$ cat src/rtl/hazard_ctrl_unit.sv
// Hazard and forwarding controller for the 5-stage RV32I pipeline: EX operand forwarding,
// load-use stalls, data-memory freeze and held redirects. Optional counters: HAZARD_PERF_EN.
module hazard_ctrl_unit #(
    parameter int REG_ADDR_W = 5,
    parameter int LOAD_LAT   = 1,
    parameter int CNT_W      = 32
) (
    input  logic                  clk,
    input  logic                  reset,
    input  logic [REG_ADDR_W-1:0] id_rs1,
    input  logic [REG_ADDR_W-1:0] id_rs2,
    input  logic                  id_uses_rs1,
    input  logic                  id_uses_rs2,
    input  logic [REG_ADDR_W-1:0] ex_rs1,
    input  logic [REG_ADDR_W-1:0] ex_rs2,
    input  logic [REG_ADDR_W-1:0] ex_rd,
    input  logic                  ex_mem_read,
    input  logic [REG_ADDR_W-1:0] mem_rd,
    input  logic                  mem_reg_write,
    input  logic [REG_ADDR_W-1:0] wb_rd,
    input  logic                  wb_reg_write,
    input  logic                  redirect,
    input  logic                  dmem_busy,
    output logic [1:0]            forward_a,
    output logic [1:0]            forward_b,
    output logic                  stall_pc,
    output logic                  stall_if_id,
    output logic                  stall_id_ex,
    output logic                  stall_ex_mem,
    output logic                  flush_if_id,
    output logic                  flush_id_ex,
    output logic                  bubble_mem_wb,
    output logic                  redirect_go
`ifdef HAZARD_PERF_EN
    ,
    output logic [CNT_W-1:0]      perf_lu_stalls,
    output logic [CNT_W-1:0]      perf_flushes,
    output logic [CNT_W-1:0]      perf_freeze_cycles
`endif
);

    localparam int LC_W = 3;
    localparam logic [LC_W-1:0] LU_RELOAD = LC_W'(LOAD_LAT - 1);

    typedef enum logic [1:0] {RUN, LU_STALL, FREEZE} state_t;

    state_t            state_q, state_d;
    logic [LC_W-1:0]   lu_cnt_q, lu_cnt_d;
    logic              pend_q, pend_d;
    logic              lu_hit, lu_bubble, freeze, take_redirect;

    logic [REG_ADDR_W-1:0] ex_rs [2];
    logic [1:0]            fwd   [2];

    assign ex_rs[0] = ex_rs1;
    assign ex_rs[1] = ex_rs2;

    // EX/MEM wins over MEM/WB; x0 is never forwarded.
    genvar gi;
    generate
        for (gi = 0; gi < 2; gi++) begin : g_fwd
            always_comb begin
                fwd[gi] = 2'b00;
                if (mem_reg_write && (mem_rd != '0) && (mem_rd == ex_rs[gi]))
                    fwd[gi] = 2'b10;
                else if (wb_reg_write && (wb_rd != '0) && (wb_rd == ex_rs[gi]))
                    fwd[gi] = 2'b01;
            end
        end
    endgenerate

    assign forward_a = fwd[0];
    assign forward_b = fwd[1];

    assign lu_hit = ex_mem_read && (ex_rd != '0) &&
                    ((id_uses_rs1 && (id_rs1 == ex_rd)) || (id_uses_rs2 && (id_rs2 == ex_rd)));

    always_comb begin
        state_d       = state_q;
        lu_cnt_d      = lu_cnt_q;
        pend_d        = pend_q;
        lu_bubble     = 1'b0;
        freeze        = 1'b0;
        take_redirect = 1'b0;
        case (state_q)
            RUN: begin
                if (dmem_busy) begin
                    freeze  = 1'b1;
                    pend_d  = redirect;
                    state_d = FREEZE;
                end else if (redirect) begin
                    take_redirect = 1'b1;
                end else if (lu_hit) begin
                    lu_bubble = 1'b1;
                    if (LOAD_LAT > 1) begin
                        lu_cnt_d = LU_RELOAD;
                        state_d  = LU_STALL;
                    end
                end
            end
            LU_STALL: begin
                // A freeze holds the remaining bubble count untouched.
                if (dmem_busy) begin
                    freeze = 1'b1;
                end else begin
                    lu_bubble = 1'b1;
                    lu_cnt_d  = lu_cnt_q - LC_W'(1);
                    if (lu_cnt_q == LC_W'(1))
                        state_d = RUN;
                end
            end
            FREEZE: begin
                if (dmem_busy) begin
                    freeze = 1'b1;
                    pend_d = pend_q | redirect;
                end else if (pend_q) begin
                    take_redirect = 1'b1;
                    pend_d        = 1'b0;
                    state_d       = RUN;
                end else begin
                    state_d = RUN;
                    if (redirect) begin
                        take_redirect = 1'b1;
                    end else if (lu_hit) begin
                        lu_bubble = 1'b1;
                        if (LOAD_LAT > 1) begin
                            lu_cnt_d = LU_RELOAD;
                            state_d  = LU_STALL;
                        end
                    end
                end
            end
            default: state_d = RUN;
        endcase
    end

    always_ff @(posedge clk or negedge reset) begin
        if (!reset) begin
            state_q  <= RUN;
            lu_cnt_q <= '0;
            pend_q   <= 1'b0;
        end else begin
            state_q  <= state_d;
            lu_cnt_q <= lu_cnt_d;
            pend_q   <= pend_d;
        end
    end

    // Control outputs are forced low while reset is asserted, without waiting for a clock.
    assign stall_pc      = reset & (freeze | lu_bubble);
    assign stall_if_id   = reset & (freeze | lu_bubble);
    assign stall_id_ex   = reset & freeze;
    assign stall_ex_mem  = reset & freeze;
    assign bubble_mem_wb = reset & freeze;
    assign flush_if_id   = reset & take_redirect;
    assign flush_id_ex   = reset & (take_redirect | lu_bubble);
    assign redirect_go   = reset & take_redirect;

`ifdef HAZARD_PERF_EN
    logic [CNT_W-1:0] lu_stalls_q, flushes_q, freeze_cycles_q;

    always_ff @(posedge clk or negedge reset) begin
        if (!reset) begin
            lu_stalls_q     <= '0;
            flushes_q       <= '0;
            freeze_cycles_q <= '0;
        end else begin
            if (lu_bubble)     lu_stalls_q     <= lu_stalls_q + CNT_W'(1);
            if (take_redirect) flushes_q       <= flushes_q + CNT_W'(1);
            if (dmem_busy)     freeze_cycles_q <= freeze_cycles_q + CNT_W'(1);
        end
    end

    assign perf_lu_stalls     = lu_stalls_q;
    assign perf_flushes       = flushes_q;
    assign perf_freeze_cycles = freeze_cycles_q;
`endif

endmodule

$ cat config.mk
export PLATFORM = sky130hd
export DESIGN_NAME = hazard_ctrl_unit
export DESIGN_NICKNAME = d
export VERILOG_FILES = /design/src/rtl/hazard_ctrl_unit.sv
export SDC_FILE = /design/constraint.sdc
export NUM_CORES = 1
export LEC_CHECK = 0
export CAP_MARGIN = 20
export CORE_MARGIN = 10
export CORE_UTILIZATION = 26
export CTS_CLUSTER_DIAMETER = 200
export DETAILED_ROUTE_END_ITERATION = 12
export PLACE_DENSITY = 0.76
export SLEW_MARGIN = 40
export SYNTH_ARGS = -nofsm -noshare
export SYNTH_HDL_FRONTEND = slang
export SYNTH_SLANG_ARGS = --single-unit
$ cat constraint.sdc
create_clock -name clk -period 1.6 [get_ports clk]
set_input_delay 0.32 -clock clk [delete_from_list [all_inputs] [get_ports clk]]
set_output_delay 0.32 -clock clk [all_outputs]
set_load 0.02 [all_outputs]
==> run summary <==
Full die area - 4450 µm²
Grt total ovfl - 0
Number of CTS-inserted buffers - 3
TritonCTS clock tree - yes
Final Cycle Share - 119%
Max Clk Rate - 0.526 GHz
Area post-placement - 1320 µm²
First-pass detailed-route iteration total - 4
Fin nets - 195
Setup TNS Final - -1610 ps
Worst EP arrival - 1580 ps
Largest net degree at the start of global routing - 4
Syn_nets - 116
Crit Path Class - input port to output port
Least-Margin Pin Slew - 335 ps
Failing checks - setup timing
Core area - 2020 µm²
YS warnings - 0
R2R cell count - 5
Antenna Nets Post-Route - 0
Fraction of final layout cells with drive strength greater than 1 - 66.9%
Commonest cells after routing, fill and taps aside - 25 x buf_4, 20 x xor2_1, 16 x buf_6
Peak fanout along the critical path - 3
I/O pins - 56
Placer Congestion - 0.750
GRT Total Usage - 12.5%
Final Slew Violations - 0
DR vias/cell - 4.65
CTS root buf - clkbuf_4
# rows - 16
Status - finished with violations
Worst flop-to-flop path startpoint - state_q[1]$_DFFE_PN0P_
Class of the worst hold path - input port to asynchronous set/reset pin
Setup ws final - -302 ps
MaxCap Viol Count - 0
Worst slew margin - 77.5%
Syn Inst Count - 71
Num Clock Sinks - 2
Crit path time final - 1900 ps
Area of the multi-input gates - 689 µm²
Max Root-Sink Buffers - 2
Post-route insts no fill - 175
Worst Path Required - 1280 ps
HPWL after DPL - 2220 µm
First-pass GRT wire length - 4330 µm
Setup violations, final - 7
Area delta synth->final - 154%
Total Routed Length - 2780 µm
Critical Path Start Type - input port
CP Launch Point - wb_rd[2]
Final core occ - 71.4%
Worst Clk Skew - 7.10 ps
# H-tree levels - 1
Syn_area_per_cell - 8.00 µm²
Seq. cell area - 50.0 µm²
Synth cell types - 23
Routed via count - 814
Design Area, Final - 1440 µm²
Number of synthesized register bits - 2
Remaining DRCs - 0
Reg2Reg Setup Slack - 490 ps
Clk_lat worst skew - 230 ps
Peak VDD IR - 0.430 mV
Hold Violations, Final - 0
Die width - 66.7 µm
Post-synthesis sequential area ratio - 8.81%
Starting DRT DRC Count - 21
RSZ-0062 raised after global routing - yes
CTS Hold Buffers Added - 0
Clock slew at reported path FFs - 30 ps
Placed cells - 168
Vias in the first global route - 919
CP Capture Point - forward_b[0]
Antenna violations before repair - 0
Die Height - 66.7 µm
Pleak - 0.688 nW
I/O Buffers - 55
Total of fill cells in the finished design - 167
PwrDens - 480 nW/µm²
Crit path capture type - output port
Power, Total - 693 µW
R2R Path End - pend_q$_DFFE_PN0P_
WL per Instance - 15.9 µm
Commonest non-fill, non-tap cell in the layout - buf_4
Mapped cell area - 568 µm²
Hold Slack - 152 ps
Pre-CTS setup slack - -1150 ps
Inserted Diodes - 0
Initial Util - 28.1%
==> cells in the mapped netlist <==
| cell | number | area (µm²) |
|---|---|---|
| ha_1 | 1 | 12.5 |
| xnor2_1 | 8 | 70.1 |
| dfrtp_1 | 2 | 50.1 |
| o21ai_0 | 2 | 10.0 |
| nor2_1 | 1 | 3.75 |
| nor4_1 | 4 | 25.0 |
| xor2_1 | 23 | 201 |
| and2_0 | 1 | 6.26 |
| a21oi_1 | 2 | 10.0 |
| o31ai_1 | 1 | 7.51 |
| or2_2 | 1 | 6.26 |
| inv_1 | 3 | 11.3 |
| nand2_1 | 3 | 11.3 |
| o22ai_1 | 1 | 6.26 |
| nand3_1 | 2 | 10.0 |
| o21ai_2 | 1 | 8.76 |
| nor3_1 | 1 | 5.00 |
| a32oi_1 | 1 | 8.76 |
| o21ai_1 | 1 | 5.00 |
| or4_1 | 5 | 37.5 |
| nor4_2 | 2 | 25.0 |
| buf_4 | 4 | 30.0 |
| nand2b_1 | 1 | 6.26 |
==> timing repair <==
item                       4_1_cts  5_1_grt
resized for setup              198       36
setup endpoints to repair       12       12
pin swaps                       33       15
cloned                           0        0
buffers inserted                 3        1
hold endpoints to repair         0        0
==> worst min-delay path by stage <==
stage / startpoint / end / slack (ps) / depth (start not counted)
6_report: reset / state_q[1]$_DFFE_PN0P_ / 150 / 2
3_5_place_dp: pend_q$_DFFE_PN0P_ / pend_q$_DFFE_PN0P_ / 540 / 2
2_1_floorplan: reset / pend_q$_DFFE_PN0P_ / 20 / 0
5_1_grt: reset / state_q[1]$_DFFE_PN0P_ / 160 / 2
3_3_place_gp: pend_q$_DFFE_PN0P_ / pend_q$_DFFE_PN0P_ / 530 / 2
4_1_cts: reset / state_q[1]$_DFFE_PN0P_ / 150 / 2
==> power by group <==
group	switching (mW)	leakage, nW	total, mW	internal [mW]
logic	0.224	0.651	0.483	0.259
clock network	0.0307	0.0138	0.114	0.0829
registers	0.0170	0.0236	0.0957	0.0787
==> worst max-delay path, cell delays in order <==
cell,delay (ps)
buf_4,130
xor2_1,140
or4_4,540
nor4_4,270
buf_4,180
==> routing by layer <==
layer	track usage (%)	wire length (µm)
met1	13.0	1050
met2	21.8	1440
met3	5.35	275
met4	4.71	16
met5	0	0
==> logic make-up (layout without fill, tap and decap cells) <==
group / after synthesis / count (layout) / synth area share, %
and+or+nand+nor: 21 / 21 / 24.0
xor gates and xnor gates: 31 / 31 / 47.8
AOI/OAI and AO/OA: 9 / 9 / 9.91
DFF: 2 / 2 / 8.81
buffers and inverters: 7 / 84 / 7.27
adders and majority gates: 1 / 1 / 2.20
==> layout make-up <==
type                       count  share of cell area, %
multi-input combinational     62                   47.7
timing repair buffer          78                   44.1
sequential                     2                   3.47
tap                           27                   2.34
clock buffer                   3                   1.56
inverter                       3                  0.780
==> flip-flops by register name (all words and copies together), names as in the netlist <==
signal	count
state_q	1
pend_q	1
Note: power is estimated with default switching activity, not from simulation.
